<file path="src/rtl/mandala_anim_sequencer.sv">
// -----------------------------------------------------------------------------
// mandala_anim_sequencer
//
// Frame-rate animation scheduler for the mandala VGA renderer. Detects frame
// boundaries from vsync and, once per animation step, advances the pattern
// phase, the palette base colour and the ring-layer enable mask. Every output
// changes only on the clock edge that raises frame_tick, so the renderer
// never sees a change mid-frame.
//
// Optional feature macro: MANDALA_SEQ_AUTOCYCLE_EN
//   defined   : the GROW / HOLD / SHRINK scene FSM drives layer_mask and scene.
//   undefined : layer_mask is fixed at 8'hFF and scene is fixed at HOLD.
//
// Parameters
//   VSYNC_ACTIVE_HIGH : vsync polarity (0 = active-low)
//   HOLD_STEPS        : advances spent in HOLD, 1..255
//
// Ports
//   clk           in   pixel clock
//   rst_n         in   synchronous active-low reset
//   vsync         in   vertical sync, same clock domain
//   pause         in   level, freezes automatic advance
//   step          in   level, rising edge while paused requests one advance
//   speed[1:0]    in   advance period: 0=8 frames, 1=4, 2=2, 3=1
//   frame_tick    out  one-cycle pulse per frame boundary
//   pattern_phase out  8-bit angle offset
//   palette_base  out  6-bit {R,G,B} base colour (color_cnt[7:2])
//   layer_mask    out  bit i enables ring layer i+1
//   scene         out  GROW=0, HOLD=1, SHRINK=2
// -----------------------------------------------------------------------------
module mandala_anim_sequencer #(
  parameter bit VSYNC_ACTIVE_HIGH = 1'b0,
  parameter int HOLD_STEPS        = 16
) (
  input  logic       clk,
  input  logic       rst_n,
  input  logic       vsync,
  input  logic       pause,
  input  logic       step,
  input  logic [1:0] speed,
  output logic       frame_tick,
  output logic [7:0] pattern_phase,
  output logic [5:0] palette_base,
  output logic [7:0] layer_mask,
  output logic [1:0] scene
);

  typedef enum logic [1:0] {
    SCENE_GROW   = 2'd0,
    SCENE_HOLD   = 2'd1,
    SCENE_SHRINK = 2'd2
  } scene_e;

  // Elaboration-time guard on the hold length.
  if ((HOLD_STEPS < 1) || (HOLD_STEPS > 255)) begin : g_hold_range_bad
    $error("HOLD_STEPS must be within 1..255");
  end

  logic       vs_norm_s;
  logic       vs_q_r;
  logic       vs_qq_r;
  logic       edge_s;
  logic       step_q_r;
  logic       step_rise_s;
  logic [2:0] pres_r;
  logic [2:0] pres_last_s;
  logic       step_pend_r;
  logic       advance_s;
  logic [7:0] color_cnt_r;

  // Frame-edge detect, step-edge detect, prescaler terminal count and the
  // single advance strobe shared by every piece of animation state.
  always_comb begin
    if (VSYNC_ACTIVE_HIGH) begin
      vs_norm_s = vsync;
    end else begin
      vs_norm_s = ~vsync;
    end

    edge_s      = vs_q_r & ~vs_qq_r;
    step_rise_s = step & ~step_q_r;

    // Terminal value P-1 for P = 8 >> speed.
    case (speed)
      2'd0:    pres_last_s = 3'd7;
      2'd1:    pres_last_s = 3'd3;
      2'd2:    pres_last_s = 3'd1;
      2'd3:    pres_last_s = 3'd0;
      default: pres_last_s = 3'd7;
    endcase

    advance_s = 1'b0;
    if (edge_s) begin
      if (pause) begin
        advance_s = step_pend_r;
      end else begin
        // >= rather than == so a period shortened mid-count still fires.
        advance_s = (pres_r >= pres_last_s);
      end
    end else begin
      advance_s = 1'b0;
    end
  end

  // Sync pipeline, prescaler, step request and phase/colour counters.
  always_ff @(posedge clk) begin
    if (!rst_n) begin
      vs_q_r        <= 1'b0;
      vs_qq_r       <= 1'b0;
      frame_tick    <= 1'b0;
      step_q_r      <= 1'b0;
      pres_r        <= 3'd0;
      step_pend_r   <= 1'b0;
      pattern_phase <= 8'd0;
      color_cnt_r   <= 8'd0;
    end else begin
      vs_q_r     <= vs_norm_s;
      vs_qq_r    <= vs_q_r;
      frame_tick <= edge_s;
      step_q_r   <= step;

      // Prescaler only runs on unpaused frame boundaries; it holds while paused.
      if (edge_s && !pause) begin
        if (pres_r >= pres_last_s) begin
          pres_r <= 3'd0;
        end else begin
          pres_r <= pres_r + 3'd1;
        end
      end

      // A fresh step edge wins over consumption so it is never lost.
      if (!pause) begin
        step_pend_r <= 1'b0;
      end else if (step_rise_s) begin
        step_pend_r <= 1'b1;
      end else if (edge_s) begin
        step_pend_r <= 1'b0;
      end

      if (advance_s) begin
        pattern_phase <= pattern_phase + 8'd1;
        color_cnt_r   <= color_cnt_r + 8'd1;
      end
    end
  end

  assign palette_base = color_cnt_r[7:2];

`ifdef MANDALA_SEQ_AUTOCYCLE_EN
  localparam logic [7:0] HOLD_LAST = 8'(HOLD_STEPS - 1);

  scene_e     scene_r;
  logic [7:0] mask_r;
  logic [7:0] hold_cnt_r;

  // Scene FSM: grow the ring mask to full, hold for HOLD_STEPS advances,
  // shrink back to the centre ring, repeat. Moves only on an advance.
  always_ff @(posedge clk) begin
    if (!rst_n) begin
      scene_r    <= SCENE_GROW;
      mask_r     <= 8'h01;
      hold_cnt_r <= 8'd0;
    end else if (advance_s) begin
      case (scene_r)
        SCENE_GROW: begin
          mask_r <= {mask_r[6:0], 1'b1};
          if ({mask_r[6:0], 1'b1} == 8'hFF) begin
            scene_r    <= SCENE_HOLD;
            hold_cnt_r <= 8'd0;
          end
        end
        SCENE_HOLD: begin
          hold_cnt_r <= hold_cnt_r + 8'd1;
          if (hold_cnt_r >= HOLD_LAST) begin
            scene_r <= SCENE_SHRINK;
          end
        end
        SCENE_SHRINK: begin
          mask_r <= mask_r >> 1;
          if ((mask_r >> 1) == 8'h01) begin
            scene_r <= SCENE_GROW;
          end
        end
        default: begin
          scene_r    <= SCENE_GROW;
          mask_r     <= 8'h01;
          hold_cnt_r <= 8'd0;
        end
      endcase
    end
  end

  assign layer_mask = mask_r;
  assign scene      = scene_r;
`else
  assign layer_mask = 8'hFF;
  assign scene      = SCENE_HOLD;
`endif

endmodule
</file>
<file path="config.mk">
export PLATFORM = sky130hd
export DESIGN_NAME = mandala_anim_sequencer
export DESIGN_NICKNAME = d
export VERILOG_FILES = /design/src/rtl/mandala_anim_sequencer.sv
export SDC_FILE = /design/constraint.sdc
export NUM_CORES = 1
export LEC_CHECK = 0
export BUFFER_PORTS_ARGS = -buffer_cell sky130_fd_sc_hd__buf_2
export CAP_MARGIN = 10
export CORE_ASPECT_RATIO = 0.8
export CORE_MARGIN = 8
export CORE_UTILIZATION = 45
export CTS_CLUSTER_SIZE = 20
export DETAILED_ROUTE_END_ITERATION = 7
export PLACE_DENSITY_LB_ADDON = 0.1
export SLEW_MARGIN = 5
export SYNTH_ARGS = -nofsm -noshare
export SYNTH_HDL_FRONTEND = slang
export SYNTH_SLANG_ARGS = --single-unit
</file>
<file path="constraint.sdc">
create_clock -name clk -period 1.68 [get_ports clk]
set_input_delay 0 -clock clk [delete_from_list [all_inputs] [get_ports clk]]
set_output_delay 0 -clock clk [all_outputs]
set_load 0.01 [all_outputs]
</file>
==> results.md <==
- Post-Synthesis Cell Area: 1330 µm²
- WHS: around 0.019 ns
- Synth-to-layout area growth: 25.7%
- Top_reg_cell synth: dfxtp_1
- Hold Crit Depth: 3
- Violated checks: negative setup slack
- Global placement routability congestion: 0.780
- Setup WS post-layout: -0.0503 ns
- Most common cell in the netlist: dfxtp_1
- Status: finished, violations left
- Max Slew Vio Count: 0
- Nets: 194
- N_diodes: 0
- Total negative setup slack: -0.266 ns
- Row count: 17
- Via density: 4.82
- Final hold vios: 0
- Peak supply drop: 375 µV
- GRT overflow: 0
- CP startpoint kind: flip-flop
- Die Y: 64.5 µm
- Commonest cells post-synth: dfxtp_1, buf_4, nor2_1, nand2_1, xnor2_1
- Placed cell count: around 210
- Hold crit path type: in2reg
- Share of async-settable or async-resettable flops after synthesis: 0
- Post-route insts no fill: 218
- Starting Density: 0.476
- Initial DRC count: 69
- TritonCTS Buffers: 3
- Synthesized instance count: 147
- Largest net degree at the start of global routing: 18
- First-pass GRT wire length: approximately 4800 µm
- # port buffers: 21
- Final worst clock skew: 0.00353 ns
- WP data required: 1.84 ns
- WS Path Type: reg2reg
- Total GRT Usage: 0.117
- Vias post-DR: 1050
- Pwr Density: 690 nW/µm²
- Area contributors post-synth: dfxtp_1, buf_4, xnor2_1, ha_1, nor2_1
- Vias in the first global route: 1120
- Crit-path max FO: 5
- Final setup violation count: 10
- CP endpoint kind: flip-flop
- Initial antenna violation count: 0
- Seq cells post-synth: 24
- Die width: 76.7 µm
- R2R setup slack: -0.05 ns
- Core area: approximately 2800 µm²
- WL per Instance: 12.8 µm
- Post-synth top area cell: dfxtp_1
- RSZ-0062 raised after global routing: true
- Synth Warn #: 0
- Pleak: between 0.7 and 0.8 nW
- Placed instance area: 1490 µm²
- Post-layout util: 0.598
- Crit path DAT: 1.89 ns
- Fill count: 261
- Sequential share of the synthesized area: 0.363
- Share of cells above drive strength 1: 0.378
- Crit path time final: 1.73 ns
- Final period utilization: 1.03
- Post-synth EDFFs: 0
- R2R depth: 9
- CTS root buffer: clkbuf_8
- Worst-path clk slew: 0.08 ns
- Post-route ant nets: 0
- Pwr Total: 1.15 mW
- DRC: 0
- Place WS: -0.157 ns
- CTS Sinks: 24
- Avg Cell Area, Syn: 9.01 µm²
- Post-detail-place hpwl: 2090 µm
- H-tree Lvls: 1
- Cell variety after synth: 37
- DRT Wirelength: between 2000 and 3000 µm
- DRT Pass-1 Iters: 4
- # IOs: 32
- Yosys top cell area share: 0.363
- Cell area after layout: 1670 µm²
- Die area: 4950 µm²
- CTS tree: yes
- Bufs on Longest Clock Path: 2
- Skew-Pair Late Insertion Delay: 0.27 ns
- MaxCap Viol Count: 0
- Fmax: 0.578 GHz
[power by group]
| part | switching, mW | total (mW) | internal (mW) | leakage [nW] |
|---|---|---|---|---|
| sequential | 0.00673 | 0.585 | 0.578 | 0.195 |
| clock | 0.184 | 0.393 | 0.209 | 0.0288 |
| combinational | 0.0870 | 0.171 | 0.0839 | 0.484 |
| total | 0.278 | 1.15 | 0.872 | 0.708 |
[layout by cell type (no fill, tap or decap), types with 2 or more instances in the layout]
cell | Yosys | layout
ha_1 | 6 | 4
a21oi_1 | 6 | 5
and2_1 | 2 | 2
buf_2 | 0 | 21
clkbuf_8 | 0 | 4
nand4_1 | 3 | 3
nor2_1 | 15 | 15
xnor2_1 | 10 | 9
nor4_4 | 2 | 2
and3_1 | 4 | 4
mux2i_1 | 3 | 3
inv_1 | 4 | 3
nand2_1 | 10 | 10
conb_1 | 2 | 10
nand2b_1 | 5 | 5
nor3_2 | 1 | 4
dfxtp_1 | 24 | 22
buf_4 | 17 | 14
nand3_1 | 6 | 6
dlygate4sd3_1 | 0 | 2
buf_6 | 1 | 5
o21ai_0 | 2 | 2
dfxtp_2 | 0 | 2
nor3_4 | 0 | 2
[what timing repair did]
item                                    in CTS  in global routing
endpoints found under the setup margin      15                 19
pin swaps                                   10                 14
setup buffers                                2                  1
cloned                                       1                  0
hold buffers                                 2                  0
endpoints found under the hold margin        2                  0
resized for setup                           11                  4
[worst max-delay path, stage by stage (launching register included)]
cell	delay (ns)
dfxtp_2	0.35
inv_2	0.05
ha_4	0.20
nand2b_4	0.15
a2111oi_4	0.33
buf_6	0.18
buf_6	0.11
nor3_4	0.04
xnor2_2	0.17
nor2_1	0.05
[cells by family after synthesis]
logic type	after synthesis	synth area share
simple gates	61	0.265
flops	24	0.363
mux	4	0.0312
buf+inv	26	0.127
compound gates	14	0.0850
fa+ha+maj	6	0.0567
other cells	2	0.00567
xor+xnor	10	0.0661
[per-layer routing]
metal  track usage  wire length (µm)  vias up
met4        0.0646                75        0
met3        0.0510               185        9
met5             0                 0        -
li1              -                 -      532
met1         0.121              1240      479
met2         0.200              1290       30
[final timing paths]
kind                  startpoint        endpoint
setup reg to reg       pres_r[0]  color_cnt_r[3]
hold reg to reg   color_cnt_r[7]  color_cnt_r[7]
setup / recovery       pres_r[0]  color_cnt_r[3]
hold / removal             pause     step_pend_r
[sequential cells by signal, indices dropped and copies added, names as in the netlist]
signal,flops
color_cnt_r,8
pres_r,3
step_pend_r,1
step_q_r,1
vs_q_r,1
frame_tick,1
pattern_phase,8
vs_qq_r,1
[final cells by class]
type | count | area, µm² | area share
clock buffer | 4 | 55.1 | 0.0331
multi-input combinational | 105 | 774 | 0.465
sequential | 24 | 483 | 0.290
timing repair buffer | 42 | 287 | 0.172
tap | 38 | 47.5 | 0.0285
inverter | 5 | 18.8 | 0.0113
(Power assumes the default switching activity.)
